File: src/rtl/pipe_tag_tracker.sv
`default_nettype none
// ============================================================================
// Module   : pipe_tag_tracker
// Purpose  : Per-stage transaction tag tracker for an N-stage pipeline.
//            Stage 0 (IF) takes a fresh tag on every issue. Tags then shift
//            one stage per adv strobe. It also keeps per-stage valid bits,
//            per-stage flush, an optional bubble-on-drain mode, an occupancy
//            count and retire accounting at the last stage (WB).
//            Observation only: it has no effect on core function.
// Ports    : clk        clock
//            rstn       asynchronous active-low reset
//            issue      stage 0 accepts a new transaction
//            adv        adv[k-1] loads stage k from stage k-1
//            flush      flush[i] invalidates the current occupant of stage i
//            next_tag   tag the next issue will receive
//            stage_tag  packed tags, stage i at [i*TAG_W +: TAG_W]
//            stage_vld  per-stage valid
//            occupancy  popcount of stage_vld (combinational)
//            retire     registered pulse: valid tag entered the last stage
//            retire_cnt number of retire pulses, wrapping
// Revision : 1.0 - initial release
// ============================================================================
module pipe_tag_tracker #(
    parameter int STAGES       = 5,
    parameter int TAG_W        = 6,
    parameter int CNT_W        = 16,
    parameter int CLR_ON_DRAIN = 0
) (
    input  logic                       clk,
    input  logic                       rstn,
    input  logic                       issue,
    input  logic [STAGES-2:0]          adv,
    input  logic [STAGES-1:0]          flush,
    output logic [TAG_W-1:0]           next_tag,
    output logic [STAGES*TAG_W-1:0]    stage_tag,
    output logic [STAGES-1:0]          stage_vld,
    output logic [$clog2(STAGES+1)-1:0] occupancy,
    output logic                       retire,
    output logic [CNT_W-1:0]           retire_cnt
);

    localparam int c_OCC_W = $clog2(STAGES + 1);
    localparam bit c_CLR   = (CLR_ON_DRAIN != 0);

    logic [TAG_W-1:0]   r_tag [STAGES];
    logic [STAGES-1:0]  r_vld;
    logic [TAG_W-1:0]   r_next_tag;
    logic               r_retire;
    logic [CNT_W-1:0]   r_retire_cnt;

    logic [TAG_W-1:0]   w_tag_nxt [STAGES];
    logic [STAGES-1:0]  w_vld_nxt;
    logic [STAGES-1:0]  w_drain;
    logic               w_retire;
    logic [c_OCC_W-1:0] w_occ;

    // The last stage has no outgoing advance, so it is never drained.
    assign w_drain = {1'b0, adv};

    // A valid, unflushed occupant of the second-to-last stage moving forward
    // is a retirement. A bubble or a flushed tag never counts.
    assign w_retire = adv[STAGES-2] & r_vld[STAGES-2] & ~flush[STAGES-2];

    // Next-state for every stage is computed from pre-edge values, so a full
    // shift moves each tag exactly one stage. Load has priority over flush
    // and drain: flush acts on the current occupant, not on the incoming one.
    always_comb begin
        w_tag_nxt = r_tag;
        w_vld_nxt = r_vld;

        if (issue) begin
            w_tag_nxt[0] = r_next_tag;
            w_vld_nxt[0] = 1'b1;
        end else if (flush[0] || (c_CLR && w_drain[0])) begin
            w_vld_nxt[0] = 1'b0;
        end

        for (int i = 1; i < STAGES; i++) begin
            if (adv[i-1]) begin
                // The tag value is copied even when the source is a bubble.
                w_tag_nxt[i] = r_tag[i-1];
                w_vld_nxt[i] = r_vld[i-1] & ~flush[i-1];
            end else if (flush[i] || (c_CLR && w_drain[i])) begin
                w_vld_nxt[i] = 1'b0;
            end
        end
    end

    always_ff @(posedge clk or negedge rstn) begin
        if (!rstn) begin
            for (int i = 0; i < STAGES; i++) begin
                r_tag[i] <= '0;
            end
            r_vld        <= '0;
            r_next_tag   <= '0;
            r_retire     <= 1'b0;
            r_retire_cnt <= '0;
        end else begin
            r_tag    <= w_tag_nxt;
            r_vld    <= w_vld_nxt;
            r_retire <= w_retire;
            if (issue) begin
                r_next_tag <= r_next_tag + TAG_W'(1);
            end
            if (w_retire) begin
                r_retire_cnt <= r_retire_cnt + CNT_W'(1);
            end
        end
    end

    // Popcount of the valid vector.
    always_comb begin
        w_occ = '0;
        for (int i = 0; i < STAGES; i++) begin
            w_occ = w_occ + c_OCC_W'(r_vld[i]);
        end
    end

    generate
        for (genvar g = 0; g < STAGES; g++) begin : g_pack
            assign stage_tag[g*TAG_W +: TAG_W] = r_tag[g];
        end
    endgenerate

    assign next_tag   = r_next_tag;
    assign stage_vld  = r_vld;
    assign occupancy  = w_occ;
    assign retire     = r_retire;
    assign retire_cnt = r_retire_cnt;

endmodule
`default_nettype wire

File: config.mk
export PLATFORM = sky130hd
export DESIGN_NAME = pipe_tag_tracker
export DESIGN_NICKNAME = d
export VERILOG_FILES = /design/src/rtl/pipe_tag_tracker.sv
export SDC_FILE = /design/constraint.sdc
export NUM_CORES = 1
export LEC_CHECK = 0
export ABC_AREA = 1
export CORE_ASPECT_RATIO = 1.75
export CORE_MARGIN = 8
export CORE_UTILIZATION = 37
export CTS_CLUSTER_SIZE = 25
export DETAILED_ROUTE_END_ITERATION = 8
export HOLD_SLACK_MARGIN = 0.02
export PLACE_DENSITY_LB_ADDON = 0.05
export SLEW_MARGIN = 15
export SYNTH_ARGS = -nofsm -noshare
export SYNTH_HDL_FRONTEND = slang
export SYNTH_SLANG_ARGS = --single-unit
File: constraint.sdc
create_clock -name clk -period 2 [get_ports clk]
set_input_delay 0.4 -clock clk [delete_from_list [all_inputs] [get_ports clk]]
set_output_delay 0.4 -clock clk [all_outputs]
set_load 0.02 [all_outputs]
======== Word-level counts from Yosys, hierarchy flattened ========
Cells that the tools add are included.
word-level totals
  register bits after elaboration ......... 58
  word-level logic and storage cells ...... 44
  bits in latches ......................... 0
  memories ................................ 0
  output and inout bits ................... 61
  bits in writable memories ............... 0
  memory bits (read-only) ................. 0
  input port bits ......................... 12
operators by class
  order comparisons ....................... 0
  add/sub/neg operators ................... 6
  reductions and logical operators ........ 5
  shifts and indexed selects .............. 0
  equal/unequal tests ..................... 0
  muxes and demuxes ....................... 10
  bitwise gates (word level) .............. 10
  $mul .................................... 0
  divide/modulo/power cells ............... 0
operators by type and width
  cell                                           count
  adder 16 x 1 -> 16 bit, second input constant  1
  2-to-1 mux 1 bit                               10
  nonzero test 2 bit                             5
  adder 3 x 1 -> 3 bit                           2
  adder 6 x 1 -> 6 bit, second input constant    1
  bitwise AND 1 bit                              6
  NOT 1 bit                                      4
  adder 2 x 1 -> 3 bit                           1
  adder 1 x 1 -> 2 bit                           1

======== Depth between registers and ports, before layout ========
Gate-level depths: netlist (run 1).
  depth after elaboration ................. 4
  mapped depth ............................ 8
  mapped depth without buffers ............ 8

======== Least setup slack after synthesis (run 1) ========
Ideal clock, no wire load.
  kind .................................... flip-flop to output port
  start ................................... register r_vld[3], in the netlist stage_vld[3]
  end ..................................... output port occupancy[1]
  data arrival time ....................... 1738 ps
  cell stages (with the launch flop) ...... 4
  data required time ...................... 1600 ps
  path slack .............................. -138 ps
  cell sequence ........................... dfrtp_1 > fa_1 > fa_1 > ha_1
between the ends
  cells in the longest elaborated chain, start to end .. 2
ends and longest elaborated chain
  item                               RTL line  text
  from (decl)                        46        logic [STAGES-1:0] r_vld;
  from (signal assigned)             100       r_vld <= w_vld_nxt;
  adder 3 x 1 -> 3 bit (2 in a row)  115       w_occ = w_occ + c_OCC_W'(r_vld[i]);
  to (decl)                          37        output logic [$clog2(STAGES+1)-1:0] occupancy,
Every way passes these cells.

======== Worst setup path after layout (run 1) ========
Ends and elaborated chain as after synthesis.

==> flow_metrics.tcl, run 1 <==
set metrics [dict create \
    finalSetupViolCount 3 \
    grt_util_all_layers_pct 13.7 \
    dpl.hpwl_um 4830 \
    power.density_nw_per_um2 1160 \
    start_util_pct 37.5 \
    finalNetCount 366 \
    synthArstFlopShare_pct 100 \
    hold_ws_ps 73.8 \
    finish.utilization_pct 54.8 \
    drv_slew 0 \
    fmaxAchievable_mhz 422 \
    synth_area_um2 2520 \
    routed_wl_um 6230 \
    startpoint_type "flop" \
    syn_inst 263 \
    clock-sinks 58 \
    rows 40 \
    ctsHoldBuffers 0 \
    worst_slack_ps -372 \
    synth_cell_type_count 24 \
    clk_path_buf_depth 2 \
    period_needed_ps 2370 \
    antenna_found_initial 0 \
    hold_path.class "primary input to async pin" \
    peakVddDrop_mv 0.706 \
    p_leak_uw 0.00173 \
    num_antenna_cells 0 \
    syn-num-nets 280 \
    post_cts_buffers 0 \
    endpoint_kind "output port" \
    yosys_most_used_dff "dfrtp_1" \
    hold_viol 0 \
    detail-route-antenna-nets 0 \
    vias 1971 \
    gp_congestion 0.755 \
    fin_crit_sh_pct 119 \
    die_height_um 125 \
    die-area_um2 9800 \
    drcViolationCount 0 \
    pre_cts_slack_ps -520 \
    critPathArrivalTime_ps 1970 \
    max_slew_margin_pct 69.6 \
    grt.overflow.total 0 \
    cts-htree-levels 3 \
    grt_max_degree 59 \
    clk_pin_slew_ps 50 \
    first_pass_iters 4 \
    syn_to_final_growth_pct 45.9 \
    synth_area_leaders "dfrtp_1, nand2_1, inv_1, o21ai_0, nor2_1" \
    grt_pass1_wl_um 10300 \
    drt-vias-per-instance 4.52 \
    cts_buffers 9 \
    syn_avg_cell_area_um2 9.57 \
    fin_skew_ps 4.65 \
    dieWidth_um 78.3 \
    ys_seq_elements 58 \
    yosysSeqAreaShare_pct 57.7 \
    crit_fanout 2 \
    synth_top_area_share_pct 57.7 \
    status "complete, but fails checks" \
    required_ps 1600 \
    wl_per_cell_um 14.3 \
    port_buffers 72 \
    cts_tree "built" \
    grt_setup_unrepaired "true" \
    drive_above_1_share_pct 12.8 \
    ioPinCount 73 \
    synth_enable_flop_cells 0 \
    synth_top_area_cell "dfrtp_1" \
    root_buffer "clkbuf_16" \
    grt_pass1_vias 2092 \
    drv_cap 0 \
    worst_pin_slew_ps 454 \
    violations "setup timing" \
    worstSetupPathType "flop to output port" \
    drtIter0Drc 114 \
    clock_latency_ps 320 \
    yosysWarnings 0 \
    core_area_um2 6710 \
]
==> worst paths after layout <==
| check | cells past startpoint | slack [ps] | end | from |
|---|---|---|---|---|
| max in group asynchronous | 2 | 1640 | stage_vld[0] | rstn |
| min in group clk | 2 | 490 | stage_tag[18] | stage_tag[18] |
| setup reg to reg | 8 | 570 | retire_cnt[10] | retire_cnt[0] |
| setup / recovery | 4 | -370 | occupancy[1] | stage_vld[3] |
| hold / removal | 2 | 70 | retire_cnt[11] | rstn |
| hold reg to reg | 2 | 490 | stage_tag[18] | stage_tag[18] |
==> layout make-up <==
class	count	area, µm²
fillers	640	3030
flip-flops and latches	58	1460
clock buffers	14	264
repair buffers	81	800
well taps	84	105
multi-input cells	173	951
inverters	26	97.6
==> cells by family (layout without fill, tap and decap cells) <==
family                   count (synthesis)  in the layout  synth area share (%)
adder cells (fa/ha/maj)                  5              5                  3.08
XOR/XNOR                                10             10                  3.48
AND/OR/NAND/NOR                        126            126                  22.8
AO/OA/AOI/OAI                           26             26                  5.17
buffers and inverters                   32            121                  5.12
flip-flops                              58             58                  57.7
multiplexers                             6              6                  2.69
==> critical path: stages (launching register included) <==
cell and delay (ps):
dfrtp_2 410, fa_1 500, fa_2 370, ha_4 270
buf_6 110
==> cell usage in the layout, fill, tap and decap left out, drive strengths merged, types with 6 or more instances in the layout <==
| master | n |
|---|---|
| nand2 | 90 |
| clkdlybuf4s50 | 68 |
| dfrtp | 58 |
| inv | 26 |
| nor2 | 25 |
| o21ai | 18 |
| clkbuf | 14 |
| buf | 13 |
| a21oi | 8 |
| mux2 | 6 |
==> layer usage <==
metal	track usage (%)	wire length [µm]	vias to the layer above
met2	24.2	3480	48
met1	12.8	2180	926
met4	7.03	135	0
met5	0	0	-
li1	-	-	987
met3	5.74	428	10
==> power breakdown <==
| group | internal [µW] | switching (µW) |
|---|---|---|
| Sequential | 1430 | 220 |
| Clock | 889 | 466 |
| Combinational | 614 | 661 |
==> per-stage QoR <==
stage | std cells | total power (µW) | TNS, ps | cell area [µm²]
6_report | 436 | 4280 | -937 | 3670
5_1_grt | 436 | 4520 | -1100 | 3670
4_1_cts | 436 | 4360 | -1010 | 3670
3_5_place_dp | 422 | 2960 | -1300 | 3400
3_3_place_gp | 422 | 2950 | -1290 | 3400
2_1_floorplan | 263 | 2250 | -8.33 | 2530
==> synth_stat cells (2+ instances only) <==
master    count
inv_1        26
nand3_1       3
nor2_2        3
nand2_4       2
xnor2_1       5
a21oi_1       8
clkbuf_1      4
nand4_1       2
o21ai_0      18
xor2_1        5
nor2_1       20
nor3_1        2
nand3b_1      2
mux2_2        6
dfrtp_1      58
ha_1          3
nand3b_4      2
fa_1          2
nand2_1      87
==> state kept, by name (all words and copies together), names as in the netlist <==
signal	cells
next_tag	6
retire_cnt	16
stage_vld	5
retire	1
stage_tag	30
==> what timing repair did <==
item / in CTS / in global routing
endpoints found under the setup margin: 3 / 3
resized for setup: 18 / 0
pin swaps: 0 / 1
Power figures use the tool's default switching activity.
==> inputs of run 2 (changes only) <==
Settings changed: CORE_ASPECT_RATIO 1.75 to 1.2.
==> flow_metrics.tcl, run 2 (synthesis results as in run 1) <==
set metrics [dict create \
    status "complete, but fails checks" \
    violations "setup timing" \
    worst_slack_ps -390 \
    pre_cts_slack_ps -547 \
    fillCellCount 630 \
    detail-route-antenna-nets 0 \
    routed_wl_um 5720 \
    ioPinCount 73 \
    grt_pass1_vias 2067 \
    drive_above_1_share_pct 13.8 \
    multi_input_area_um2 951 \
    cts-htree-levels 3 \
    syn_to_final_growth_pct 42.7 \
    p_leak_uw 0.00170 \
    drv_slew 0 \
    layout_common_cells "nand2_1, clkdlybuf4s50_1, dfrtp_1" \
    clk_pin_slew_ps 60 \
    max_slew_margin_pct 69.1 \
    ctsHoldBuffers 0 \
    cp_slowest_stage_delay_ps 500 \
    gp_congestion 0.726 \
    hold_path.class "primary input to async pin" \
    drtIter0Drc 63 \
    critPathArrivalTime_ps 1990 \
    period_needed_ps 2390 \
    dpl.hpwl_um 4430 \
    dieWidth_um 91.3 \
    crit_path_cell_trace "fa_1 > fa_2 > ha_4 > buf_6" \
    largest_register_ffs 30 \
    root_buffer "clkbuf_8" \
    start_util_pct 37.4 \
    cts_tree "built" \
    clock-sinks 58 \
    fin_crit_sh_pct 120 \
    wl_per_cell_um 13.0 \
    antenna_found_initial 0 \
    cpMaxStageDelayCell "fa_1" \
    fmaxAchievable_mhz 418 \
    worstSetupPathType "flop to output port" \
    rows 33 \
    hold_ws_ps 24.2 \
    core_area_um2 6730 \
    endpoint_kind "output port" \
    grt_pass1_wl_um 9790 \
    finalNetCount 367 \
    grt_max_degree 25 \
    required_ps 1600 \
    clock_latency_ps 320 \
    finalSetupViolCount 3 \
    first_pass_iters 4 \
    grt_setup_unrepaired "true" \
    peakVddDrop_mv 0.736 \
    die_height_um 106 \
    grt_util_all_layers_pct 12.5 \
    drv_cap 0 \
    num_antenna_cells 0 \
    cts_buffers 9 \
    startpoint_type "flop" \
    fin_setup_tns_ps -978 \
    clk_path_buf_depth 2 \
    die-area_um2 9710 \
    power.density_nw_per_um2 1070 \
    worst_pin_slew_ps 462 \
    final_common_cell "nand2_1" \
    port_buffers 72 \
    crit_fanout 2 \
    drcViolationCount 0 \
    grt.overflow.total 0 \
    vias 1936 \
    hold_viol 0 \
    drt-vias-per-instance 4.39 \
    fin_skew_ps 2.28 \
    final-seq-area_um2 1460 \
]
## run 2: layout make-up
cell class / count / area share (%)
Clock buffer: 12 / 4.32
Clock inverter: 3 / 0.418
Inverter: 26 / 2.72
Multi-Input combinational cell: 173 / 26.5
Sequential cell: 58 / 40.5
Tap cell: 87 / 3.03
Timing Repair Buffer: 82 / 22.5
## run 2: per-stage QoR
step	cell area, µm²	utilization [%]	power (µW)	cells
after global placement	3420	50.8	2920	426
final	3590	53.3	3830	441
after CTS	3590	53.3	3900	441
after detailed placement	3420	50.8	2940	426
after global routing	3590	53.3	4070	441
after floorplan	2530	-	2250	263
## run 2: final timing paths
kind | slack, ps | startpoint | end | cells past startpoint
worst max-delay path | -390 | stage_vld[3] | occupancy[1] | 4
worst min-delay path | 20 | rstn | stage_tag[27] | 1
worst max register to register | 530 | retire_cnt[0] | retire_cnt[10] | 8
worst min register to register | 500 | next_tag[5] | next_tag[5] | 2
max in group asynchronous | 1350 | rstn | stage_vld[0] | 2
min in group clk | 500 | next_tag[5] | next_tag[5] | 2
## run 2: worst max-delay path, delay by kind of cell, from the launching register on
family	cells	cell delay, ps
adder cells (fa/ha/maj)	3	1160
buffers and inverters	1	100
flip-flops	1	410
## run 2: per-layer routing
layer,wire length [µm],GRT usage [%],vias to the layer above,share of wire (%)
li1,-,-,998,-
met1,2620,15.1,877,46
met2,2640,19.4,52,46
met3,367,4.30,9,6.4
met4,86,6.68,0,1.5
met5,0,0,-,0
## run 2: report_power, final
| part | total, µW | internal [µW] | switching (µW) |
|---|---|---|---|
| sequential | 1630 | 1420 | 208 |
| clock | 928 | 504 | 424 |
| combinational | 1270 | 611 | 655 |
## run 2: repair_timing
| action | CTS | global route |
|---|---|---|
| pin swaps | 2 | 1 |
| resized for setup | 18 | 0 |
| setup buffers | 0 | 0 |
| endpoints found under the setup margin | 3 | 3 |
==> inputs of run 3 (changes only) <==
Settings changed: ABC_CLOCK_PERIOD_IN_PS from default to 2000, CORE_UTILIZATION 37 to 42.
==> flow_metrics.tcl, run 3 (synthesis results as in run 1) <==
set metrics [dict create \
    wl_met1_um 2500 \
    clk_path_buf_depth 2 \
    endpoint_kind "output port" \
    violations "setup timing" \
    drv_cap 0 \
    fin_setup_tns_ps -955 \
    gp_congestion 0.775 \
    wl_met3_um 432 \
    cts_tree "built" \
    startpoint_type "flop" \
    reg2reg_to "retire_cnt[10]" \
    hold_viol 0 \
    worst_slack_ps -378 \
    critical_path.startpoint "stage_vld[1]" \
    start_util_pct 42.7 \
    final_cell_area_um2 3600 \
    port_buffers 72 \
    worstSetupPathType "flop to output port" \
    cts-htree-levels 3 \
    routed_wl_um 5680 \
    hold_path.class "primary input to async pin" \
    rows 31 \
    finalSetupViolCount 3 \
    grt_pass1_vias 1998 \
    fin_crit_sh_pct 119 \
    worst_pin_slew_ps 462 \
    vias 1952 \
    finalNetCount 366 \
    status "complete, but fails checks" \
    dieWidth_um 86.7 \
    drt-vias-per-instance 4.48 \
    clock-sinks 58 \
    drv_slew 0 \
    num_antenna_cells 0 \
    pre_cts_slack_ps -543 \
    syn_to_final_growth_pct 43.2 \
    finish.utilization_pct 61.1 \
    cpMaxStageDelayCell "fa_1" \
    crit_fanout 2 \
    grt_max_degree 59 \
    clock_latency_ps 330 \
    reg2reg_setup_slack_ps 590 \
    clk_pin_slew_ps 60 \
    power.density_nw_per_um2 1100 \
    required_ps 1600 \
    ioPinCount 73 \
    layout_common_cells "nand2_1, clkdlybuf4s50_1, dfrtp_1" \
    fmaxAchievable_mhz 421 \
    critPathArrivalTime_ps 1980 \
    cts_buffers 9 \
    p_leak_uw 0.00171 \
    core_area_um2 5900 \
    period_needed_ps 2380 \
    drive_above_1_share_pct 13.3 \
    detail-route-antenna-nets 0 \
    r2r_cells 8 \
    final_common_cell "nand2_1" \
    grt.overflow.total 0 \
    r2r_start "retire_cnt[0]" \
    top_layer_used "met4" \
    drtIter0Drc 79 \
    first_pass_iters 4 \
    peakVddDrop_mv 0.825 \
    met2WireLength_um 2690 \
    post_cts_buffers 0 \
    die-area_um2 8730 \
    fin_skew_ps 11.6 \
    crit_path_cell_trace "fa_1 > fa_2 > ha_4 > buf_6" \
    placedInstanceArea_um2 3400 \
    wl_per_cell_um 13.0 \
    largest_register_ffs 30 \
    dpl.hpwl_um 4210 \
    grt_setup_unrepaired "true" \
    die_height_um 101 \
    drcViolationCount 0 \
    root_buffer "clkbuf_8" \
    max_slew_margin_pct 69.1 \
    antenna_found_initial 0 \
    cp_slowest_stage_delay_ps 500 \
    grt_pass1_wl_um 9620 \
    grt_util_all_layers_pct 14.2 \
]
[run 3: cell count changes in the layout (fill, tap and decap cells not counted)]
cell / before / now
buf_4: 9 / 8
clkinv_2: 3 / 1
clkbuf_1: 1 / 3
bufinv_16: 0 / 1
[run 3: power by group]
part	switching (µW)	total [µW]	internal (µW)
Clock	430	1070	643
Combinational	662	1270	611
Sequential	208	1630	1420
Total	1300	3980	2680
[run 3: layout make-up]
cell class                      count  area, µm²
Inverter                           26       97.6
Multi-Input combinational cell    173        951
Timing Repair Buffer               81        800
Clock inverter                      2       35.0
Fill cell                         524       2290
Tap cell                           82        103
Clock buffer                       14        163
Sequential cell                    58       1460
[run 3: how the worst max path moves through the flow]
stage	to	slack, ps	depth (start not counted)
final	occupancy[1]	-380	4
after global routing	occupancy[1]	-430	4
after CTS	occupancy[1]	-440	4
after detailed placement	occupancy[1]	-540	4
after global placement	occupancy[1]	-510	4
after floorplan	occupancy[1]	-8	3
[run 3: what timing repair did]
action / CTS / global route
hold buffers: 0 / 0
pin swaps: 2 / 2
gates resized for setup: 18 / 0
endpoints found under the setup margin: 3 / 3
[run 3: through the flow]
stage	power (µW)	hold slack (ps)	cells
5_1_grt	4200	88.6	436
6_report	3980	68.9	436
3_5_place_dp	2940	427	420
2_1_floorplan	2250	104	263
3_3_place_gp	2920	428	420
4_1_cts	4040	69.6	436
[run 3: critical path, delay by kind of cell (launching register included)]
kind	cells	cell delay, ps
buffers and inverters	1	110
flip-flops	1	410
adder cells (fa/ha/maj)	3	1140
[run 3: routing by layer]
metal,GRT usage [%],vias up
met5,0,-
met4,7.57,0
met3,4.98,5
met2,22.6,53
met1,16.4,899
li1,-,995
==> edit: new RTL, config.mk and constraints of run 1 <==
The parameter `STAGES` goes from 5 to 10.
--- a/src/rtl/pipe_tag_tracker.sv
+++ b/src/rtl/pipe_tag_tracker.sv
@@ -23,3 +23,3 @@
 module pipe_tag_tracker #(
-    parameter int STAGES       = 5,
+    parameter int STAGES       = 10,
     parameter int TAG_W        = 6,
Ports: changed (5 resized); port bits go from 73 to 119. No check against the original RTL was run, so the function may have changed too.
==> edit against run 1 <==
- critical endpoint unchanged
- routed wire length rose by 67%
- sequential cell count increased by 35
- total power increased by 43%
- area after synthesis increased by 57%
- largest power group unchanged
- clock power up 17%
- design area up 55%
- via count up 59%
- the flow still finishes with violations (setup timing)
- worst setup slack got worse by 1.2 ns
==> edit: results (changes against run 1) <==
- The setup slack of the critical path after layout was -1.58 ns (-1.20 ns).
* WL final: 10,400 um (+67%)
- The stage delay of the slowest cell on the critical path was 0.54 ns (+0.04 ns).
* Layout non-clock buf frac: 0.234 (+0.0162)
- The relative slew slack came to 0.657 (-0.0388).
* Power dissipated by switching net loads: 2.10 mW (+56%)
- The worst clock skew was 0.00783 ns (+0.00318 ns).
- The global placer's final weighted congestion came to 0.768 (+1.7%).
- By area the synthesized netlist is led by dfrtp_1 (59%), nand2_1 (7.6%), inv_1 (5.5%), o21ai_0 (4.9%), nor2_1 (3.5%).
* Power in combinational cells: 2.01 mW (+58%)
- The count of cells resized by post-cts repair is 23 (+5).
- Ranking of synthesized cells by instance count: dfrtp_1 (93), nand2_1 (80), inv_1 (58)
* Layout cells sized above 1: 0.125 (-0.00330)
- The portion of the post-synthesis area used by sequential elements came to 0.589 (+0.0125).
* Count of clock buffers in the final design: 10 (-4)
- Dpl ws: -1.70 ns (-1.18 ns)
- The number of port buffers came to 118 (+64%).
* Wire length of the first global-routing pass: 17,300 um (+68%)
- The final HPWL from detailed placement is 8140 um (+69%).
* Drt first-iter violations: 88 (-23%)
- The setup slack of the worst register-to-register path was 0.64 ns (+0.07 ns).
- Pin count of the biggest net entering global routing: 47 (-20%)
- Vias in the first global route: 3,309 (+58%)
- Cell count after placement: 659 (+56%)
- The aggregate global-route resource usage was 0.155 (+0.0185).
- Net count of the finished layout: 573 (+57%)
* Critical Path Start: stage_vld[0]
- Clock-cell share of area: 0.0487 (-0.0232)
- Final count of negative-setup-slack endpoints: 4 (+1)
- The checks that failed: setup timing.
- The post-synthesis net count was 438 (+56%).
* Clock latency on the worst-skew pair: 0.34 ns (+0.02 ns)
- The flow ran to the end, but the final reports show violations.
- The number of vias after detailed routing was 3,128 (+59%).
-- edit: changes by cell type in the layout (fill, tap and decap cells not counted), moves of 3 or more --
cell and change:
clkdlybuf4s50_1 +45, dfrtp_1 +34, inv_1 +28, o21ai_0 +21, a21oi_1 +16, nor2_1 +16
buf_4 +9, nand2_1 -7, nand3_1 +7, inv_2 +5, clkinvlp_4 +3, fa_1 +3
-- edit: metal layers --
layer  part of all wire  up-vias  global-route usage
met3              0.076       12              0.0562
met5                  0        -                   0
met1               0.39     1478               0.168
met2               0.52      103               0.267
met4              0.015        0              0.0532
li1                   -     1535                   -
-- edit: how the worst min path moves through the flow --
| stage | start | to | slack, ns | depth (start not counted) |
|---|---|---|---|---|
| floorplan | rstn | next_tag[0] | 0.10 | 0 |
| global placement | rstn | retire_cnt[12] | 0.37 | 1 |
| detailed placement | rstn | retire_cnt[9] | 0.38 | 1 |
| CTS | next_tag[5] | next_tag[5] | 0.51 | 2 |
| global route | stage_tag[51] | stage_tag[51] | 0.54 | 2 |
| finish | retire_cnt[15] | retire_cnt[15] | 0.51 | 2 |
-- edit: cells by family (layout without fill, tap and decap cells) --
family / count (synthesis) / in the layout / share of synthesized area
AOI/OAI and AO/OA: 68 / 68 / 0.0881
and+or+nand+nor: 143 / 143 / 0.156
muxes: 6 / 6 / 0.0171
adders and majority gates: 10 / 10 / 0.0431
buffers and inverters: 72 / 212 / 0.0735
DFF: 93 / 93 / 0.589
xor gates and xnor gates: 14 / 14 / 0.0330
-- edit: through the flow --
stage / total power [mW] / util / cell area [um2]
2_1_floorplan: 3.48 / - / 3990
3_3_place_gp: 4.56 / 0.511 / 5410
3_5_place_dp: 4.58 / 0.511 / 5410
4_1_cts: 6.24 / 0.539 / 5700
5_1_grt: 6.50 / 0.539 / 5700
6_report: 6.12 / 0.539 / 5700
